===== config.mk =====
export PLATFORM = sky130hd
export DESIGN_NAME = pipe_ctrl_flat
export DESIGN_NICKNAME = d
export VERILOG_FILES = /design/src/rtl/pipe_ctrl_if.sv /design/src/rtl/pipe_ctrl.sv /design/src/flat_wrapper.sv
export SDC_FILE = /design/constraint.sdc
export NUM_CORES = 1
export LEC_CHECK = 0
export CELL_PAD_IN_SITES_DETAIL_PLACEMENT = 0
export CELL_PAD_IN_SITES_GLOBAL_PLACEMENT = 2
export CORE_AREA = 8 8 66 80
export CTS_BUF_LIST = sky130_fd_sc_hd__clkbuf_2
export DETAILED_ROUTE_END_ITERATION = 12
export DIE_AREA = 0 0 74 88
export GPL_TIMING_DRIVEN = 0
export PLACE_DENSITY = 0.78
export SLEW_MARGIN = 0
export SYNTH_ARGS = -nofsm -noshare
export SYNTH_HDL_FRONTEND = slang
export SYNTH_SLANG_ARGS = --single-unit

===== constraint.sdc =====
create_clock -name iw_clk -period 1 [get_ports iw_clk]
set_clock_uncertainty 0.05 [all_clocks]
set_input_delay 0.25 -clock iw_clk [delete_from_list [all_inputs] [get_ports iw_clk]]
set_output_delay 0.25 -clock iw_clk [all_outputs]
set_load 0.01 [all_outputs]

===== src/rtl/pipe_ctrl_if.sv =====
// rtl/pipe_ctrl_if.sv - front-end pipeline control signal bundle
interface pipe_ctrl_if;
  logic        iw_stall;
  logic        iw_flush;
  logic        ow_if_en;
  logic        ow_id_en;
  logic        ow_idex_bubble;
  logic        ow_flush_ifid;
  logic        ow_flush_idex;
  logic        ow_stalled;
  logic        ow_stall_err;
  logic [15:0] ow_stall_cnt;
  logic [15:0] ow_flush_cnt;

  modport master (
    output iw_stall, iw_flush,
    input  ow_if_en, ow_id_en, ow_idex_bubble, ow_flush_ifid, ow_flush_idex,
    input  ow_stalled, ow_stall_err, ow_stall_cnt, ow_flush_cnt
  );

  modport slave (
    input  iw_stall, iw_flush,
    output ow_if_en, ow_id_en, ow_idex_bubble, ow_flush_ifid, ow_flush_idex,
    output ow_stalled, ow_stall_err, ow_stall_cnt, ow_flush_cnt
  );
endinterface


===== src/rtl/pipe_ctrl.sv =====
// rtl/pipe_ctrl.sv - IF/ID/EX stall/flush control FSM with stall watchdog
// Optional statistics counters enabled by defining PIPE_CTRL_STATS_EN.
module pipe_ctrl #(
  parameter int FLUSH_CYCLES = 2,
  parameter int MAX_STALL    = 7
) (
  input  logic      iw_clk,
  input  logic      iw_rst,
  pipe_ctrl_if.slave pc
);

  typedef enum logic [1:0] {RUN, STALL, FLUSH} state_t;

  localparam logic [2:0] FLUSH_LOAD  = 3'(FLUSH_CYCLES - 1);
  localparam logic [3:0] MAX_STALL_L = 4'(MAX_STALL);

  state_t     state_q, state_d;
  logic [2:0] fcnt_q, fcnt_d;
  logic [3:0] srun_q;
  logic       err_q;
  logic       do_flush;
  logic       do_stall;
  logic       stalled;

  always_ff @(posedge iw_clk) begin
    if (iw_rst) begin
      state_q <= RUN;
      fcnt_q  <= 3'd0;
    end else begin
      state_q <= state_d;
      fcnt_q  <= fcnt_d;
    end
  end

  // fcnt holds the FLUSH-state cycles still to go, counting the current one
  always_comb begin
    state_d  = state_q;
    fcnt_d   = fcnt_q;
    do_flush = 1'b0;
    do_stall = 1'b0;
    case (state_q)
      FLUSH: begin
        do_flush = 1'b1;
        if (pc.iw_flush) begin
          fcnt_d  = FLUSH_LOAD;
          state_d = (FLUSH_LOAD == 3'd0) ? RUN : FLUSH;
        end else begin
          fcnt_d  = 3'(fcnt_q - 3'd1);
          state_d = (fcnt_q <= 3'd1) ? RUN : FLUSH;
        end
      end
      default: begin
        if (pc.iw_flush) begin
          do_flush = 1'b1;
          fcnt_d   = FLUSH_LOAD;
          state_d  = (FLUSH_LOAD == 3'd0) ? RUN : FLUSH;
        end else if (pc.iw_stall) begin
          do_stall = 1'b1;
          state_d  = STALL;
        end else begin
          state_d  = RUN;
        end
      end
    endcase
  end

  always_comb begin
    pc.ow_if_en       = 1'b1;
    pc.ow_id_en       = 1'b1;
    pc.ow_idex_bubble = 1'b0;
    pc.ow_flush_ifid  = 1'b0;
    pc.ow_flush_idex  = 1'b0;
    pc.ow_stalled     = 1'b0;
    if (iw_rst) begin
      pc.ow_if_en       = 1'b0;
      pc.ow_id_en       = 1'b0;
      pc.ow_idex_bubble = 1'b1;
      pc.ow_flush_ifid  = 1'b1;
      pc.ow_flush_idex  = 1'b1;
    end else if (do_flush) begin
      pc.ow_flush_ifid  = 1'b1;
      pc.ow_flush_idex  = 1'b1;
    end else if (do_stall) begin
      pc.ow_if_en       = 1'b0;
      pc.ow_id_en       = 1'b0;
      pc.ow_idex_bubble = 1'b1;
      pc.ow_stalled     = 1'b1;
    end
  end

  assign stalled = do_stall & ~iw_rst;

  // err fires on the stall cycle that would push the run length past MAX_STALL
  always_ff @(posedge iw_clk) begin
    if (iw_rst) begin
      srun_q <= 4'd0;
      err_q  <= 1'b0;
    end else if (stalled) begin
      if (srun_q != 4'hF) srun_q <= 4'(srun_q + 4'd1);
      if (srun_q >= MAX_STALL_L) err_q <= 1'b1;
    end else begin
      srun_q <= 4'd0;
    end
  end

  assign pc.ow_stall_err = err_q;

`ifdef PIPE_CTRL_STATS_EN
  logic [15:0] stall_cnt_q;
  logic [15:0] flush_cnt_q;

  always_ff @(posedge iw_clk) begin
    if (iw_rst) begin
      stall_cnt_q <= 16'd0;
      flush_cnt_q <= 16'd0;
    end else begin
      if (stalled && stall_cnt_q != 16'hFFFF) stall_cnt_q <= stall_cnt_q + 16'd1;
      if (pc.iw_flush && flush_cnt_q != 16'hFFFF) flush_cnt_q <= flush_cnt_q + 16'd1;
    end
  end

  assign pc.ow_stall_cnt = stall_cnt_q;
  assign pc.ow_flush_cnt = flush_cnt_q;
`else
  assign pc.ow_stall_cnt = 16'd0;
  assign pc.ow_flush_cnt = 16'd0;
`endif

endmodule

===== src/flat_wrapper.sv =====
// flat-port wrapper written by rule: the top's interface ports become plain ports
module pipe_ctrl_flat 
#(
  parameter int FLUSH_CYCLES = 2,
  parameter int MAX_STALL    = 7
)
  (iw_clk, iw_rst, pc_iw_stall, pc_iw_flush, pc_ow_if_en, pc_ow_id_en, pc_ow_idex_bubble, pc_ow_flush_ifid, pc_ow_flush_idex, pc_ow_stalled, pc_ow_stall_err, pc_ow_stall_cnt, pc_ow_flush_cnt);
  pipe_ctrl_if pc_i ();
  input  logic iw_clk;
  input  logic iw_rst;
  input wire logic [$bits(pc_i.iw_stall)-1:0] pc_iw_stall;
  input wire logic [$bits(pc_i.iw_flush)-1:0] pc_iw_flush;
  output wire logic [$bits(pc_i.ow_if_en)-1:0] pc_ow_if_en;
  output wire logic [$bits(pc_i.ow_id_en)-1:0] pc_ow_id_en;
  output wire logic [$bits(pc_i.ow_idex_bubble)-1:0] pc_ow_idex_bubble;
  output wire logic [$bits(pc_i.ow_flush_ifid)-1:0] pc_ow_flush_ifid;
  output wire logic [$bits(pc_i.ow_flush_idex)-1:0] pc_ow_flush_idex;
  output wire logic [$bits(pc_i.ow_stalled)-1:0] pc_ow_stalled;
  output wire logic [$bits(pc_i.ow_stall_err)-1:0] pc_ow_stall_err;
  output wire logic [$bits(pc_i.ow_stall_cnt)-1:0] pc_ow_stall_cnt;
  output wire logic [$bits(pc_i.ow_flush_cnt)-1:0] pc_ow_flush_cnt;
  assign pc_i.iw_stall = pc_iw_stall;
  assign pc_i.iw_flush = pc_iw_flush;
  assign pc_ow_if_en = pc_i.ow_if_en;
  assign pc_ow_id_en = pc_i.ow_id_en;
  assign pc_ow_idex_bubble = pc_i.ow_idex_bubble;
  assign pc_ow_flush_ifid = pc_i.ow_flush_ifid;
  assign pc_ow_flush_idex = pc_i.ow_flush_idex;
  assign pc_ow_stalled = pc_i.ow_stalled;
  assign pc_ow_stall_err = pc_i.ow_stall_err;
  assign pc_ow_stall_cnt = pc_i.ow_stall_cnt;
  assign pc_ow_flush_cnt = pc_i.ow_flush_cnt;
  pipe_ctrl #(.FLUSH_CYCLES(FLUSH_CYCLES), .MAX_STALL(MAX_STALL)) u_core (.iw_clk(iw_clk), .iw_rst(iw_rst), .pc(pc_i));
endmodule

==> qor.log <==
qor: run_status.status finished, violations left
qor: run_status.violations negative setup slack
qor: die.coreArea 4070 µm²
qor: logic_synthesis.yosysMostFrequentCell sky130_fd_sc_hd__buf_4
qor: clock_network.clock_tree_from_tritoncts done
qor: timing.post_route_hold_slack 214 ps
qor: critical_path.r2r.worst_path.cells 6
qor: clock_network.cts_htree_levels 1
qor: critical_path.worstReg2RegStart u_core.state_q[0]
qor: layout.seq_area 214 µm²
qor: critical_path.setup.worst_path.class reg2out
qor: global_route.grt_start_max_net_pins 8
qor: logic_synthesis.async_set_or_reset_register_ratio_after_synthesis 0
qor: timing.timing.final.crit_share 1.41
qor: die.die_w 74 µm
qor: logic_synthesis.netlist_top_cells_count sky130_fd_sc_hd__buf_4 (34), sky130_fd_sc_hd__dfxtp_1 (10), sky130_fd_sc_hd__inv_1 (7)
qor: drt.remaining_drc_errors 0
qor: critical_path.critical-path-top-delay-family flip-flops
qor: global_route.wire_length_of_the_first_global_routing_pass 2.73 mm
qor: layout.layout.cells.non_filler 195
qor: clock_network.root_buffer sky130_fd_sc_hd__clkbuf_2
qor: global_route.first_global_vias 613
qor: critical_path.timing.critical_path.buf_inv 2
qor: logic_synthesis.ys_seq_elements 10
qor: logic_synthesis.synthDominantCellAreaShare 0.364
qor: place.gp_congestion 0.660
qor: critical_path.startpoint u_core.state_q[0]
qor: global_route.grtUsageMet2 0.109
qor: timing.layout_setup_ws -414 ps
qor: layout.post_route_cells_drive_above_1_share 0.604
qor: drt.viasPerCell 3.10
qor: clock_network.tritoncts_num_sinks 10
qor: logic_synthesis.synthDominantAreaCellType sky130_fd_sc_hd__buf_4
qor: layout.antenna_cells_inserted 0
qor: layout.fin_util 0.297
qor: critical_path.ff2ff_setup_slack -270 ps
qor: timing.setup_total_negative_slack -3210 ps
qor: layout.nFillCells 448
qor: timing.timing_hold_violations_final 0
qor: layout.final_area 1210 µm²
qor: logic_synthesis.synth_area_per_cell 8.34 µm²
qor: place.detailed_place.area 1030 µm²
qor: layout.synth_to_layout_area_growth 72.3%
qor: timing.setup_repair_after_global_routing_missed_its_margin true
qor: global_route.initial_antenna_violation_count 0
qor: die.starting_density_of_the_core 0.172
qor: critical_path.critPathMaxStageDelay 330 ps
qor: critical_path.cpMostUsedCell sky130_fd_sc_hd__buf_6
qor: die.die_h 88 µm
qor: drt.final_antenna_net_count 0
qor: logic_synthesis.post_synth_inst_count 84
qor: critical_path.cp.required 700 ps
qor: place.port_buffers 10
qor: power.powerDensity 813 nW/µm²
qor: timing.setup_viol 14
qor: global_route.grt_use_total 0.0528
qor: logic_synthesis.post_synthesis_cell_area 701 µm²
qor: timing.fmax 0.707 GHz
qor: critical_path.regToRegEndpoint u_core.fcnt_q[0]
qor: logic_synthesis.synth_cell_types 23
qor: die.num_rows 26
qor: global_route.global_route.usage.met1 0.0463
qor: drt.routed_wire_length_per_instance 9.32 µm
qor: timing.final_period_minus_worst_setup_slack 1410 ps
qor: global_route.global_route.peak_usage_layer met2
qor: hold_path.hold_class in2reg
qor: place.hpwlAfterDp 1.35 mm
qor: clock_network.clk-insertion-delay-late 250 ps
qor: logic_synthesis.synth_area_leaders sky130_fd_sc_hd__buf_4 (36%), sky130_fd_sc_hd__dfxtp_1 (29%), sky130_fd_sc_hd__inv_1 (3.8%), sky130_fd_sc_hd__ha_1 (3.6%), sky130_fd_sc_hd__nor2_1 (3.2%)
qor: logic_synthesis.synth_flop_cell sky130_fd_sc_hd__dfxtp_1
qor: clock_network.post_cts_hold_fix_bufs 0
qor: layout.multiInputGateArea 444 µm²
qor: critical_path.cp_slowest_cell sky130_fd_sc_hd__dfxtp_2
qor: layout.final_nets 146
qor: die.design.portCount 43
qor: clock_network.cts_max_path_buffers 2
qor: logic_synthesis.number_of_warnings_printed_during_yosys_synthesis 0
qor: global_route.total_congestion_overflow 0
qor: power.leakage 0.000609 µW
qor: drt.drt-total-wl 1.82 mm
qor: clock_network.cts_buffers 3
qor: logic_synthesis.sequential_to_total_area_share_from_yosys_stat 0.286
qor: timing.final-max-slew-violation-count 0
qor: critical_path.critPathCapture pc_ow_if_en
qor: run.drv.max_cap_violation_count 0
qor: critical_path.critPathCaptureType output pin
qor: critical_path.cp-start-kind flop
qor: critical_path.crit_path_cell_trace nand2b_4 -> a31oi_4 -> buf_6 -> buf_6
qor: drt.detailedRoute.firstPassIterationCount 2
qor: place.place_inst 181
qor: critical_path.cp_num_cells 4
qor: critical_path.worst-path-max-fanout 3
qor: power.ir_worst_vdd 0.405 mV
qor: drt.detailedRoute.firstIterationViolations 19
qor: global_route.grt_use_met3 0.0241
qor: critical_path.worst_ep_arrival_time 1110 ps
qor: drt.vias 604
qor: logic_synthesis.edff_count_synth 0
qor: die.dieArea 6510 µm²
qor: clock_network.clkTransAtPathRegs 100 ps
## where the power goes
group	internal [µW]	total, µW	leakage (µW)	switching, µW
sequential	408	419	0.0000849	10.5
combinational	181	340	0.000511	159
clock	86.9	223	0.0000140	136
## per-layer routing
metal | share of wire | vias up
met4 | 0 | 0
met3 | 0.061 | 0
met1 | 0.32 | 271
met2 | 0.61 | 18
li1 | - | 315
met5 | 0 | -
## flip-flops by register name (all words and copies together), names as in the netlist
signal,flops
u_core.srun_q,4
u_core.fcnt_q,3
u_core.state_q,2
u_core.pc.ow_stall_err,1
## worst min-delay path by stage
stage	start	depth (start not counted)	endpoint
after floorplan	pc_iw_flush	1	u_core.fcnt_q[1]
after global placement	u_core.pc.ow_stall_err	2	u_core.pc.ow_stall_err
after detailed placement	u_core.pc.ow_stall_err	2	u_core.pc.ow_stall_err
after CTS	iw_rst	2	u_core.fcnt_q[0]
after global routing	pc_iw_flush	2	u_core.fcnt_q[1]
final	pc_iw_flush	2	u_core.fcnt_q[1]
## cells in the final DEF (no fill, tap or decap), drive strengths merged
master	netlist	final
a31oi	2	2
a211oi	1	1
mux2i	1	1
ha	2	2
inv	7	7
a21oi	3	3
clkinv	0	1
buf	34	51
a2111oi	1	1
nand3b	1	1
conb	1	32
o22ai	1	1
nand3	3	3
nor2	7	7
dfxtp	10	10
nand2	2	2
clkdlybuf4s15	0	1
clkbuf	0	4
nand2b	1	1
and2b	1	1
o21ai	1	1
xor2	1	1
nor3	2	2
dlygate4sd2	0	1
xnor2	2	2
## per-stage QoR
step / setup WS [ps] / power, µW
after CTS: -470 / 970
final: -414 / 982
after floorplan: -82.6 / 651
after global routing: -491 / 1060
after detailed placement: -1180 / 714
after global placement: -1180 / 709
## cell families after synthesis
group                      count (synthesis)  share of synthesized area
DFF                                       10                      0.286
and+or+nand+nor                           17                      0.132
xor gates and xnor gates                   3                     0.0375
other                                      1                    0.00535
muxes                                      1                     0.0143
adders and majority gates                  2                     0.0357
AOI/OAI and AO/OA                          9                     0.0875
buffers and inverters                     41                      0.402
## timing repair
action	CTS	global route
gates resized for setup	50	16
buffers inserted	6	4
endpoints found under the setup margin	15	15
pin swaps	10	4
## layout make-up
cell class	count	area share
Inverter	7	0.0218
Sequential cell	10	0.177
Clock buffer	3	0.0124
Buffer	34	0.215
Clock inverter	1	0.00311
Tap cell	56	0.0580
Multi-Input combinational cell	64	0.368
Timing Repair Buffer	20	0.145
(Power assumes the default switching activity.)
